==> config.mk <==
export PLATFORM = sky130hd
export DESIGN_NAME = uart_tx
export DESIGN_NICKNAME = d
export VERILOG_FILES = /design/src/rtl/uart_pkg.sv /design/src/rtl/uart_baud_gen.sv /design/src/rtl/uart_tx.sv
export SDC_FILE = /design/constraint.sdc
export NUM_CORES = 1
export LEC_CHECK = 0
export ABC_AREA = 1
export BUFFER_PORTS_ARGS = -buffer_cell sky130_fd_sc_hd__buf_2
export CORE_MARGIN = 8
export CORE_UTILIZATION = 57
export CTS_CLUSTER_SIZE = 20
export DETAILED_ROUTE_END_ITERATION = 10
export PLACE_DENSITY = 0.78
export SLEW_MARGIN = 0
export SYNTH_ARGS = -nofsm -noshare
export SYNTH_HDL_FRONTEND = slang
export SYNTH_SLANG_ARGS = --single-unit
==> constraint.sdc <==
create_clock -name clk -period 1.7 [get_ports clk]
set_clock_uncertainty 0.1 [all_clocks]
set_input_delay 0.34 -clock clk [delete_from_list [all_inputs] [get_ports clk]]
set_output_delay 0.34 -clock clk [all_outputs]
set_load 0.01 [all_outputs]
==> src/rtl/uart_pkg.sv <==
// Shared UART definitions used by both the transmit and receive sides:
// FSM state encodings, frame constants and the baud divisor helper.
package uart_pkg;

  typedef enum logic [2:0] {
    IDLE   = 3'd0,
    START  = 3'd1,
    DATA   = 3'd2,
    PARITY = 3'd3,
    STOP   = 3'd4
  } uart_state_t;

  localparam int FRAME_DATA_BITS = 8;

  function automatic int clks_per_bit(input int clk_freq, input int baud);
    return clk_freq / baud;
  endfunction

endpackage

==> src/rtl/uart_baud_gen.sv <==
// Bit-period counter: counts 0..CLKS_PER_BIT-1 and flags the last clock of
// each bit period with bit_end. restart forces the count back to zero.
module uart_baud_gen #(
  parameter int CLKS_PER_BIT = 16
) (
  input  logic clk,
  input  logic rst_n,
  input  logic restart,
  output logic bit_end
);

  localparam int CNT_W = (CLKS_PER_BIT > 1) ? $clog2(CLKS_PER_BIT) : 1;
  localparam logic [CNT_W-1:0] CNT_MAX = CNT_W'(CLKS_PER_BIT - 1);

  logic [CNT_W-1:0] cnt;

  assign bit_end = (cnt == CNT_MAX);

  always_ff @(posedge clk or negedge rst_n) begin
    if (!rst_n) begin
      cnt <= '0;
    end else if (restart || bit_end) begin
      cnt <= '0;
    end else begin
      cnt <= cnt + CNT_W'(1);
    end
  end

endmodule

==> src/rtl/uart_tx.sv <==
// UART transmitter, 8 data bits LSB first, 1 or 2 stop bits, registered tx.
// Optional parity bit is built in when UART_TX_PARITY_EN is defined.
module uart_tx
  import uart_pkg::*;
#(
  parameter int CLK_FREQ   = 100_000_000,
  parameter int BAUD       = 115200,
  parameter int STOP_BITS  = 1,
  parameter int PARITY_ODD = 0
) (
  input  logic       clk,
  input  logic       rst_n,
  input  logic [7:0] data_in,
  input  logic       valid_in,
  output logic       ready,
  output logic       tx,
  output logic       busy,
  output logic       done
);

  localparam int CLKS_PER_BIT = clks_per_bit(CLK_FREQ, BAUD);
  localparam logic [2:0] LAST_DATA = 3'(FRAME_DATA_BITS - 1);
  localparam logic [2:0] LAST_STOP = 3'(STOP_BITS - 1);

  if (CLKS_PER_BIT < 2 || STOP_BITS < 1 || STOP_BITS > 2 ||
      PARITY_ODD < 0 || PARITY_ODD > 1) begin : g_bad_cfg
    $error("uart_tx: unsupported CLK_FREQ/BAUD/STOP_BITS/PARITY_ODD combination");
  end

  uart_state_t state, state_next;
  logic [7:0]  shift, shift_next;
  logic [2:0]  bit_cnt, bit_cnt_next;
  logic        tx_next;
  logic        bit_end;
  logic        restart;
`ifdef UART_TX_PARITY_EN
  localparam logic PAR_SENSE = 1'(PARITY_ODD);
  logic        parity, parity_next;
`endif

  uart_baud_gen #(
    .CLKS_PER_BIT(CLKS_PER_BIT)
  ) u_baud (
    .clk    (clk),
    .rst_n  (rst_n),
    .restart(restart),
    .bit_end(bit_end)
  );

  assign ready = (state == IDLE);
  assign busy  = (state != IDLE);

  always_comb begin
    state_next   = state;
    shift_next   = shift;
    bit_cnt_next = bit_cnt;
    done         = 1'b0;
`ifdef UART_TX_PARITY_EN
    parity_next  = parity;
`endif
    case (state)
      IDLE: begin
        if (valid_in) begin
          state_next  = START;
          shift_next  = data_in;
`ifdef UART_TX_PARITY_EN
          parity_next = (^data_in) ^ PAR_SENSE;
`endif
        end
      end
      START: begin
        if (bit_end) state_next = DATA;
      end
      DATA: begin
        if (bit_end) begin
          shift_next = {1'b0, shift[7:1]};
          if (bit_cnt == LAST_DATA) begin
`ifdef UART_TX_PARITY_EN
            state_next = PARITY;
`else
            state_next = STOP;
`endif
          end else begin
            bit_cnt_next = bit_cnt + 3'd1;
          end
        end
      end
`ifdef UART_TX_PARITY_EN
      PARITY: begin
        if (bit_end) state_next = STOP;
      end
`endif
      STOP: begin
        // bit_cnt counts stop bits here; done marks the final clock of the frame
        if (bit_end) begin
          if (bit_cnt == LAST_STOP) begin
            state_next = IDLE;
            done       = 1'b1;
          end else begin
            bit_cnt_next = bit_cnt + 3'd1;
          end
        end
      end
      default: state_next = IDLE;
    endcase

    if (state_next != state) bit_cnt_next = '0;
    restart = (state_next != state) || (state == IDLE);

    // tx is registered from the upcoming state so it changes with the state
    tx_next = 1'b1;
    case (state_next)
      START:   tx_next = 1'b0;
      DATA:    tx_next = shift_next[0];
`ifdef UART_TX_PARITY_EN
      PARITY:  tx_next = parity_next;
`endif
      default: tx_next = 1'b1;
    endcase
  end

  always_ff @(posedge clk or negedge rst_n) begin
    if (!rst_n) begin
      state   <= IDLE;
      shift   <= '0;
      bit_cnt <= '0;
      tx      <= 1'b1;
`ifdef UART_TX_PARITY_EN
      parity  <= 1'b0;
`endif
    end else begin
      state   <= state_next;
      shift   <= shift_next;
      bit_cnt <= bit_cnt_next;
      tx      <= tx_next;
`ifdef UART_TX_PARITY_EN
      parity  <= parity_next;
`endif
    end
  end

endmodule
==> impl_metrics.csv <==
group,metric,value,unit
status,outcome,"finished, violations left",
status,violations,"setup timing",
final_layout,final_nets,199,
clock_tree,cts_tree,"yes",
pwr,p_per_area,543,mW/mm²
run,maxCapViolations,0,
final_layout,fin_cells,213,
drt,drc,0,
clock_tree,root_buffer,"clkbuf_4",
synthesis,synth_top_family_by_area,"simple AND/OR/NAND/NOR gates",
floorplanning,pin_count,15,
drt,drtIter0Drc,51,
final_layout,finish.utilization,71.0,%
sta,hold_viol,0,
final_layout,area_growth,23.1,%
global_routing,grt_remaining_overflow,0,
global_routing,met3_usage,3.06,%
drt,routed_wl,2.82,mm
synthesis,netlist-cell-type-count,26,
sta,slew_headroom,63.0,%
placed_design,placedCellCount,194,
floorplanning,core-area,0.00239,mm²
global_routing,grt_pass1_vias,1081,
synthesis,yosys.area_share.adder,3.64,%
setup_path,path_class,"flip-flop to primary output",
sta,period_share,111,%
sta,fin_crit,1.89,ns
clock_tree,insertion_delay,0.31,ns
pwr,p_sw,0.210,mW
final_layout,final_layout_size_suffix_gt1_share,40.4,%
synthesis,synth_mux_area_share,0,%
clock_tree,clock-sinks,25,
pwr,clockPowerShare,29.6,%
drt,vias_per_cell,5.11,
placed_design,gp_congestion,0.767,
synthesis,yosys.area.top_type_share,43.6,%
setup_path,required,1.26,ns
floorplanning,start_util,57.7,%
final_layout,diodes,0,
final_layout,final_cell_mix,"nand2_1, dfrtp_1, nor2_1",
pwr,p_int,0.710,mW
synthesis,synth_compound_area_share,8.18,%
floorplanning,std_cell_rows,18,
global_routing,antenna_found_initial,0,
synthesis,avgSynthCellArea,9.24,µm²
drt,vias,1088,
sta,fmax,530,MHz
setup_path,cp.arrival,1.45,ns
placed_design,placed_cell_area,0.00149,mm²
floorplanning,die_h,65.1,µm
drt,routedWlPerCell,13.3,µm
clock_tree,cts.path.max_buffers,2,
global_routing,busiest_layer,"met2",
sta,fin_ws,-0.186,ns
synthesis,ys_top_cells_by_area,"dfrtp_1, nand2_1, nor2_1",
placed_design,port_buffers,14,
clock_tree,numCtsBuffers,3,
pwr,pwr-share-comb,4.0,%
placed_design,dp_hpwl,1.95,mm
sta,worst_pin_slew,0.556,ns
global_routing,grt_max_degree,26,
synthesis,synth_warnings,0,
sta,maxSlewViolCount,0,
synthesis,synth_area_leader_cell,"dfrtp_1",
final_layout,fill_cells,180,
synthesis,synth_xor_area_share,5.09,%
sta,rsz0062_at_grt,"true",
final_layout,final_common_cell,"nand2_1",
floorplanning,die_x,65.1,µm
sta,setup_viol,23,
synthesis,ys_seq_elements,25,
drt,drt_pass1_iterations,4,
global_routing,grt_pass1_wl,4.63,mm
synthesis,syn_inst,149,
setup_path,crit_path_end_kind,"primary output",
sta,setup-tns-final,-2.02,ns
synthesis,synth_seq_area_share,45.5,%
setup_path,start_kind,"flip-flop",
pwr,sw_frac_of_total,22.9,%
clock_tree,cts_max_level,1,
global_routing,grt_use_total,13.7,%
pwr,power,0.920,mW
synthesis,synth-simple-area-share,32.6,%
setup_path,path_max_fanout,2,
synthesis,syn_nets,164,
synthesis,syn_area,0.00138,mm²
final_layout,design_area,0.00169,mm²
clock_tree,path_clk_slew,0.15,ns
pwr,leakagePower,0.895,nW
drt,ant_nets,0,
pwr,power_frac_seq,66.4,%
global_routing,grt_util_met1,14.9,%
hold_path,hold_class,"input port to flip-flop",
pwr,ir_worst_vdd,0.451,mV
floorplanning,dieArea,0.00424,mm²
global_routing,grtUsageMet2,25.2,%
per-layer routing:
layer  wire length (µm)  part of all wire (%)
met4                 15                  0.53
met3                 57                   2.0
met1               1220                    43
met2               1530                    54
met5                  0                     0
area by class of cell:
cell class | instances | area (µm²) | share of cell area (%)
Multi-Input combinational cell | 109 | 737 | 43.5
Sequential cell | 25 | 629 | 37.1
Timing Repair Buffer | 30 | 204 | 12.0
Inverter | 15 | 56.3 | 3.32
Tap cell | 30 | 37.5 | 2.22
Clock buffer | 3 | 22.5 | 1.33
Clock inverter | 1 | 7.51 | 0.443
cell families after synthesis:
kind of cell / Yosys count
simple gates: 83
buf+inv: 16
xor+xnor: 8
fa+ha+maj: 4
compound gates: 13
flops: 25
worst max-delay path: stages (launching register included):
cell	delay [ns]
dfrtp_1	0.44
ha_4	0.17
nand2_4	0.05
nor2_4	0.14
nand3_4	0.09
nor3_2	0.10
buf_2	0.15
cells in the mapped netlist:
| cell | count |
|---|---|
| nand2_1 | 36 |
| dfrtp_1 | 24 |
| nor2_1 | 19 |
| inv_1 | 13 |
| a22oi_1 | 6 |
| nand2_2 | 5 |
| nand3_1 | 5 |
| xor2_1 | 5 |
| ha_1 | 4 |
| nand2_4 | 4 |
| nor2_4 | 4 |
| nor2_2 | 3 |
| o21ai_2 | 3 |
| xnor2_1 | 3 |
| inv_2 | 2 |
| nand3_4 | 2 |
| nor3_1 | 2 |
| a21boi_4 | 1 |
| a31oi_1 | 1 |
| buf_6 | 1 |
| dfstp_2 | 1 |
| nand4_1 | 1 |
| nor2_8 | 1 |
| o21ai_0 | 1 |
| o21bai_2 | 1 |
| or2_2 | 1 |
stage by stage:
step / worst slack (ns) / hold WS (ns)
finish: -0.186 / 0.119
global route: -0.305 / 0.125
CTS: -0.174 / 0.117
detailed placement: 0.0320 / 0.259
global placement: 0.0741 / 0.253
floorplan: 0.0959 / -0.0556
power groups by stage:
| stage | clock, mW | combinational, mW | sequential (mW) |
|---|---|---|---|
| 2_1_floorplan | 0 | 0.0114 | 0.621 |
| 3_3_place_gp | 0 | 0.0347 | 0.621 |
| 3_5_place_dp | 0 | 0.0362 | 0.622 |
| 4_1_cts | 0.280 | 0.0380 | 0.611 |
| 5_1_grt | 0.302 | 0.0436 | 0.612 |
| 6_report | 0.272 | 0.0371 | 0.611 |
path summary, 6_finish.rpt:
path | startpoint | endpoint | slack, ns | cells after the start
setup / recovery | u_baud.cnt[1] | done | -0.19 | 6
hold / removal | data_in[7] | shift[7] | 0.12 | 3
setup reg to reg | u_baud.cnt[1] | tx | -0.14 | 12
hold reg to reg | shift[4] | shift[4] | 0.40 | 2
max in group asynchronous | rst_n | state[0] | 0.68 | 2
min in group asynchronous | rst_n | shift[6] | 0.43 | 2
what timing repair did:
action | 4_1_cts | 5_1_grt
endpoints found under the setup margin | 1 | 25
gates cloned | 0 | 1
setup buffers | 4 | 9
hold buffers | 1 | 0
pin swaps | 2 | 7
hold endpoints to repair | 24 | 0
gates resized for setup | 5 | 12
sequential cells by signal (all words and copies together), names as in the netlist:
name	cells
tx	1
bit_cnt	3
shift	8
state	3
u_baud.cnt	10
Power figures use the tool's default switching activity.
